==> src/rtl/led_share_scheduler.sv <==
// Two-requester time-slot scheduler for the shared LED1/LED2 pair: prescaler tick, slot-based grant, pattern decode.
// Build with LED_SHARE_FIXED_PRIO_EN defined for fixed priority (requester 0 first); default is round-robin.
module led_share_scheduler #(
  parameter int N    = 12000000,
  parameter int SLOT = 4
) (
  input  logic       CLK,
  input  logic       RST,
  input  logic [1:0] REQ,
  input  logic [1:0] MODE0,
  input  logic [1:0] MODE1,
  output logic [1:0] GNT,
  output logic       BUSY,
  output logic       TICK,
  output logic       LED1,
  output logic       LED2
);

  localparam int PW = (N > 1) ? $clog2(N) : 1;
  localparam int SW = (SLOT > 1) ? $clog2(SLOT) : 1;
  localparam logic [PW-1:0] PS_LAST   = PW'(N - 1);
  localparam logic [SW-1:0] SLOT_LAST = SW'(SLOT - 1);

  typedef enum logic {IDLE, OWN} state_t;

  logic [PW-1:0] ps_q;
  logic          tick_q;
  state_t        state_q, state_n;
  logic [1:0]    gnt_q, gnt_n;
  logic [1:0]    mode_q, mode_n;
  logic          phase_q, phase_n;
  logic [SW-1:0] slot_q, slot_n;
  logic          owner, other, win, do_grant, take_other;

  always_ff @(posedge CLK or posedge RST) begin
    if (RST) begin
      ps_q   <= '0;
      tick_q <= 1'b0;
    end else begin
      tick_q <= (ps_q == PS_LAST);
      ps_q   <= (ps_q == PS_LAST) ? '0 : ps_q + PW'(1);
    end
  end

  assign owner = gnt_q[1];
  assign other = ~owner;

`ifdef LED_SHARE_FIXED_PRIO_EN
  assign win        = ~REQ[0];
  assign take_other = owner & REQ[0];
`else
  logic ptr_q, ptr_n;

  // On a tie the requester that did not have the LEDs last time wins.
  assign win        = (REQ == 2'b11) ? ~ptr_q : REQ[1];
  assign take_other = REQ[other];

  always_ff @(posedge CLK or posedge RST) begin
    if (RST) ptr_q <= 1'b1;
    else     ptr_q <= ptr_n;
  end
`endif

  always_ff @(posedge CLK or posedge RST) begin
    if (RST) begin
      state_q <= IDLE;
      gnt_q   <= 2'b00;
      mode_q  <= 2'b00;
      phase_q <= 1'b0;
      slot_q  <= '0;
    end else begin
      state_q <= state_n;
      gnt_q   <= gnt_n;
      mode_q  <= mode_n;
      phase_q <= phase_n;
      slot_q  <= slot_n;
    end
  end

  always_comb begin
    state_n  = state_q;
    gnt_n    = gnt_q;
    mode_n   = mode_q;
    phase_n  = phase_q;
    slot_n   = slot_q;
    do_grant = 1'b0;
`ifndef LED_SHARE_FIXED_PRIO_EN
    ptr_n    = ptr_q;
`endif
    case (state_q)
      IDLE: begin
        do_grant = |REQ;
      end
      OWN: begin
        // Release beats a coincident tick.
        if (!REQ[owner]) begin
          state_n = IDLE;
          gnt_n   = 2'b00;
        end else if (tick_q) begin
          if (slot_q == SLOT_LAST) begin
            if (take_other) begin
              do_grant = 1'b1;
            end else begin
              slot_n  = '0;
              phase_n = ~phase_q;
            end
          end else begin
            slot_n  = slot_q + SW'(1);
            phase_n = ~phase_q;
          end
        end
      end
      default: begin
        state_n = IDLE;
        gnt_n   = 2'b00;
      end
    endcase

    if (do_grant) begin
      // In OWN a grant is always a hand-over to the other requester.
      state_n = OWN;
      gnt_n   = (state_q == OWN) ? {other, owner} : {win, ~win};
      mode_n  = gnt_n[1] ? MODE1 : MODE0;
      phase_n = 1'b0;
      slot_n  = '0;
`ifndef LED_SHARE_FIXED_PRIO_EN
      ptr_n   = gnt_n[1];
`endif
    end
  end

  always_comb begin
    LED1 = 1'b0;
    LED2 = 1'b1;
    if (state_q == OWN) begin
      case (mode_q)
        2'b00:   begin LED1 = 1'b0;    LED2 = 1'b0;     end
        2'b01:   begin LED1 = phase_q; LED2 = ~phase_q; end
        2'b10:   begin LED1 = phase_q; LED2 = phase_q;  end
        default: begin LED1 = 1'b1;    LED2 = 1'b1;     end
      endcase
    end
  end

  assign GNT  = gnt_q;
  assign BUSY = |gnt_q;
  assign TICK = tick_q;

endmodule

==> config.mk <==
export PLATFORM = sky130hd
export DESIGN_NAME = led_share_scheduler
export DESIGN_NICKNAME = d
export VERILOG_FILES = /design/src/rtl/led_share_scheduler.sv
export SDC_FILE = /design/constraint.sdc
export NUM_CORES = 1
export LEC_CHECK = 0
export BUFFER_PORTS_ARGS = -buffer_cell sky130_fd_sc_hd__buf_2
export CAP_MARGIN = 5
export CORE_MARGIN = 5
export CORE_UTILIZATION = 39
export DETAILED_ROUTE_END_ITERATION = 8
export GPL_ROUTABILITY_DRIVEN = 0
export PLACE_DENSITY = 0.53
export SLEW_MARGIN = 30
export SYNTH_ARGS = -nofsm -noshare
export SYNTH_HDL_FRONTEND = slang
export SYNTH_SLANG_ARGS = --single-unit
==> constraint.sdc <==
create_clock -name CLK -period 5.75 [get_ports CLK]
set_input_delay 0.8625 -clock CLK [delete_from_list [all_inputs] [get_ports CLK]]
set_output_delay 0.8625 -clock CLK [all_outputs]
set_load 0.02 [all_outputs]
## After elaboration in Yosys (flattened, before gate mapping)

Index checks and enable logic that the tools add are counted.

| storage, ports and cells | value |
|---|---|
| bits in writable memories | 0 |
| register bits | 34 |
| word-level logic and storage cells | 68 |
| bits in latches | 0 |
| bits in read-only memories | 0 |
| memories kept | 0 |

| cells by class | value |
|---|---|
| reductions and logical operators | 9 |
| $lt $le $gt $ge | 2 |
| $add $sub $neg | 2 |
| bitwise gates (word level) | 5 |
| divide/modulo/power cells | 0 |
| equality and inequality tests | 7 |
| shift operators | 0 |
| muxes and demuxes | 35 |
| multipliers | 0 |

Operator list:

| operator | number |
|---|---|
| 24-bit by 1-bit adder with 24-bit output, second input constant | 1 |
| 24-bit == test, second input constant | 1 |
| 24-bit two-way mux | 1 |
| 2-bit two-way mux | 11 |
| 1-bit two-way mux | 20 |
| 2-bit == test, second input constant | 3 |
| 2-bit nonzero test | 3 |
| 2-bit OR reduction | 3 |
| 1-bit NOT | 5 |
| 1-bit by 2-bit < comparator with 1-bit output, second input constant | 2 |
| 1-bit one-hot mux with 2 select lines | 2 |
| 4-bit AND reduction | 1 |
| 3-bit inequality test, second input constant | 1 |
| 1-bit one-hot mux with 3 select lines | 1 |
| 2-bit by 1-bit adder with 2-bit output, second input constant | 1 |
| 2-bit by 1-bit == test with 1-bit output, second input constant | 1 |
| 2-bit zero test | 1 |
| 2-bit inequality test, second input constant | 1 |
| 2-bit AND reduction | 1 |

## Longest topological paths before layout

| depth | value |
|---|---|
| word-level depth | 10 |
| depth in mapped cells | 5 |
| depth with buffers taken out | 5 |

## Worst setup path after synthesis

OpenSTA, ideal clock, no wires.

| path | value |
|---|---|
| path type | input -> register |
| start point | input port REQ[0] |
| end point | register slot_q[0] |
| path slack | 3748 ps |
| library setup time | 95 ps |
| data arrival time | 1906 ps |
| cell stages on the path | 5 |
| path through | clkbuf_1 > a21boi_0 > o2bb2ai_1 > or2_1 > o31ai_1 |

| between the ends | value |
|---|---|
| word-level cells in the longest chain between the ends | 9 |
| elaborated cells on any way between the ends | 16 |

RTL lines:

| what | RTL line | text |
|---|---|---|
| start, declared | 9 | `input logic [1:0] REQ,` |
| 1-bit two-way mux (implied by the code) (2 in series) | 56 | `assign take_other = REQ[other];` |
| 1-bit two-way mux | 101 | `if (take_other) begin` |
| 1-bit two-way mux | 100 | `if (slot_q == SLOT_LAST) begin` |
| 1-bit two-way mux | 99 | `end else if (tick_q) begin` |
| 1-bit two-way mux | 96 | `if (!REQ[owner]) begin` |
| 1-bit one-hot mux with 2 select lines | 90 | `case (state_q)` |
| 3-bit inequality test (no line) or 2-bit nonzero test (tied branches) | n/a |  |
| 4-bit AND reduction (no line) | n/a |  |
| end signal, assigned | 76 | `slot_q <= slot_n;` |
| end, declared | 32 | `logic [SW-1:0] slot_q, slot_n;` |

Several ways; a longest one is shown, not always the timed one. The select of a mux whose other input is x is not followed.
A chain may end at the register's enable or synchronous reset.

## Worst setup path after layout

| path | value |
|---|---|
| start point | register mode_q[1] |
| end point | output port LED1 |

| between the ends | value |
|---|---|
| word-level cells in the longest chain between the ends | 4 |
| elaborated cells on any way between the ends | 6 |

RTL lines:

| what | RTL line | text |
|---|---|---|
| start, declared | 30 | `logic [1:0] mode_q, mode_n;` |
| start signal, assigned | 74 | `mode_q <= mode_n;` |
| 2-bit == test or 2-bit by 1-bit == test with 1-bit output (tied branches) | 136 | `case (mode_q)` |
| 2-bit OR reduction (no line) | n/a |  |
| 1-bit one-hot mux with 2 select lines (*) | 136 |  |
| 1-bit two-way mux (*) | 135 | `if (state_q == OWN) begin` |
| end, declared | 15 | `output logic LED1,` |

Mark *: on every way between the ends. The rest lies on a longest branch, timed or not.

==> impl_metrics.py <==
metrics = {
    "timing": {
        "worst_slew_pin_slew_ns": 0.759,
        "maxSlewViolCount": 0,
        "hold_violations": 0,
        "tns_ns": 0,
        "fmax_ghz": 0.442,
        "relSlewSlack_pct": 49.0,
        "clock_skew_ns": 0.00532,
        "setup_viol": 0,
        "grt_setup_unrepaired": "no",
        "finalCritPeriodShare_pct": 39.3,
        "layout_min_cycle_time_ns": 2.26,
    },
    "power_and_ir_drop": {
        "pwr-share-clk_pct": 28.1,
        "leakage_nw": 0.849,
        "pwr-share-seq_pct": 49.5,
        "peakVddDrop_v": 0.000114,
        "netSwitchingPower_mw": 0.182,
        "switching_share_pct": 30.9,
        "p_int_mw": 0.407,
        "powerDensity_mw_per_mm2": 304,
        "pwr-share-comb_pct": 22.4,
    },
    "critical_path": {
        "critPathKind": "reg -> out",
        "reg2regPathDepth": 5,
        "cp-start-kind": "flip-flop",
        "endpoint": "LED1",
        "cp-end-kind": "output pin",
        "r2r_end": "ps_q[5]",
        "rrSetupSlack_ns": 3.59,
        "crit_fanout": 3,
        "crit_required_ns": 4.89,
        "arrival_ns": 1.40,
        "rr_startpoint": "ps_q[0]",
        "crit_path_start": "mode_q[1]",
    },
    "floorplanning": {
        "die_x_microns": 76.6,
        "die_y_microns": 76.6,
        "boundaryPins": 14,
        "die_area_sq_mm": 0.00587,
        "core-area_sq_mm": 0.00432,
        "num_rows": 24,
        "start_util_pct": 40.0,
    },
    "detailed_routing": {
        "viasPerCell": 5.54,
        "drt_pass1_iterations": 4,
        "drtIter0Drc": 74,
        "num_vias": 1379,
        "wl_per_cell_microns": 14.8,
        "drc": 0,
        "route.antenna.remaining_nets": 0,
        "drt_wl_total_microns": 3690,
    },
    "final_layout": {
        "register_area_sq_um": 852,
        "n_fill_cell": 422,
        "multi_input_area_sq_um": 835,
        "finalNetCount": 207,
        "finalInstanceArea_sq_mm": 0.00193,
        "syn2layout_area_growth_pct": 11.9,
        "layout-drive-gt1-share_pct": 13.2,
        "layout.cells.non_filler": 249,
        "antenna_cells": 0,
    },
    "clock_tree": {
        "cts_resized": 0,
        "path_clk_slew_ns": 0.07,
        "numCtsBuffers": 5,
        "tritoncts": "yes",
        "cts_sinks": 34,
        "clock_latency_ns": 0.28,
        "htree_levels": 2,
        "post_cts_buffers": 0,
        "postCtsHoldBufs": 0,
        "cts_root_buffer": "clkbuf_8",
        "cts_buffer_depth": 2,
    },
    "global_routing": {
        "grt.total_usage_pct": 13.3,
        "grt_start_max_net_pins": 22,
        "grt_overflow": 0,
        "grtUsageMet1_pct": 16.2,
        "grtUsageMet2_pct": 21.3,
        "first_global_vias": 1356,
        "busiest_layer": "met2",
        "antenna_found_initial": 0,
        "grt_use_met3_pct": 5.20,
        "grt_pass1_wl_microns": 6330,
    },
    "placement": {
        "dp.cells": 241,
        "placed_cell_area_sq_mm": 0.00185,
        "hpwl_microns": 2640,
        "io_buffers": 13,
    },
    "synth": {
        "ys_seq_area_share_pct": 49.3,
        "synth_edf_count": 0,
        "syn_area_sq_mm": 0.00173,
        "syn_avg_cell_area_sq_um": 9.66,
        "synth_nets": 190,
        "synthDistinctLibCells": 40,
        "async_reset_ff_share_pct": 100,
        "synth_seq_cells": 34,
        "synth_warnings": 0,
        "dominantRegCellSynth": "dfrtp_1",
        "synth_cells": 179,
    },
    "hold_path": {
        "hold_path.class": "reg -> reg",
    },
    "status": {
        "status": "finished, final reports clean",
    },
    "run": {
        "cap_violations": 0,
    },
}
cells by family (layout without fill, tap and decap cells):
kind of cell	after synthesis	after routing	synth area share (%)
AO/OA/AOI/OAI	30	30	10.8
AND/OR/NAND/NOR	82	82	25.4
buffers and inverters	11	29	2.46
flip-flops	34	34	49.3
multiplexers	3	3	1.81
XOR/XNOR	16	16	8.10
adder cells (fa/ha/maj)	3	3	2.17
cell type report:
type / count / share of cell area [%]
inverters: 6 / 1.16
multi-input cells: 134 / 43.1
clock buffers: 8 / 4.14
repair buffers: 15 / 4.14
flip-flops and latches: 34 / 44.0
well taps: 52 / 3.36
how the worst min path moves through the flow:
stage                endpoint  depth (start not counted)  slack [ns]       from
floorplan           slot_q[1]                          2        0.45  slot_q[1]
global placement    slot_q[1]                          2        0.47  slot_q[1]
detailed placement  slot_q[1]                          2        0.48  slot_q[1]
CTS                 slot_q[0]                          1        0.49  slot_q[0]
global route        slot_q[1]                          2        0.51  slot_q[1]
finish              slot_q[0]                          1        0.49  slot_q[0]
cell usage in the layout (no fill, tap or decap), drive strengths merged, types with 6 or more instances in the layout:
master	count
dfrtp	33
nand2	21
nor2	17
buf	15
a21oi	10
nand3	9
xnor2	9
o21ai	8
clkbuf	8
xor2	7
inv	6
or4	6
synthesized netlist by cell type (all sizes together), types with 2 or more instances:
cell	instances	area [sq um]
or2	3	18.8
nand4b	2	17.5
xor2	7	61.3
dfrtp	33	826
or4	6	45.0
nor4	3	25.0
nor2	17	63.8
and3	4	25.0
o21ai	8	40.0
nor3	5	25.0
and4	2	17.5
o31ai	3	22.5
xnor2	9	78.8
nand2	21	78.8
or3	2	12.5
clkbuf	4	15.0
inv	6	22.5
ha	3	37.5
nor2b	2	12.5
nand3	9	45.0
nand4	5	46.3
a21oi	10	50.1
mux2i	2	20.0
through the flow:
stage | worst slack [ns] | util, % | hold slack [ns] | total power, mW
2_1_floorplan | 3.75 | - | 0.454 | 0.389
3_3_place_gp | 3.66 | 42.9 | 0.470 | 0.423
3_5_place_dp | 3.62 | 42.9 | 0.482 | 0.431
4_1_cts | 3.46 | 44.7 | 0.495 | 0.599
6_report | 3.49 | 44.7 | 0.486 | 0.589
5_1_grt | 3.31 | 44.7 | 0.513 | 0.633
per-layer routing:
| layer | routed length [microns] | share of wire, % |
|---|---|---|
| met5 | 0 | 0 |
| met4 | 24 | 0.65 |
| met3 | 241 | 6.5 |
| met2 | 1850 | 50 |
| met1 | 1580 | 43 |
registers in the layout, summed over array words and instances (netlist names):
signal / flops
GNT: 2
mode_q: 2
ptr_q: 1
TICK: 1
slot_q: 2
state_q: 1
ps_q: 24
phase_q: 1
worst max-delay path, stage by stage (launching register included):
cell	delay (ns)
dfrtp_1	0.38
inv_1	0.06
ha_1	0.28
nor2_1	0.09
a21oi_1	0.05
nor2_1	0.09
buf_2	0.17
power groups by stage:
| stage | clock, mW | sequential [mW] | combinational [mW] |
|---|---|---|---|
| after floorplan | 0 | 0.292 | 0.0966 |
| after global placement | 0 | 0.294 | 0.129 |
| after detailed placement | 0 | 0.296 | 0.134 |
| after CTS | 0.172 | 0.292 | 0.135 |
| after global routing | 0.185 | 0.296 | 0.152 |
| final | 0.166 | 0.292 | 0.132 |
Note: power is estimated with default switching activity, not from simulation.
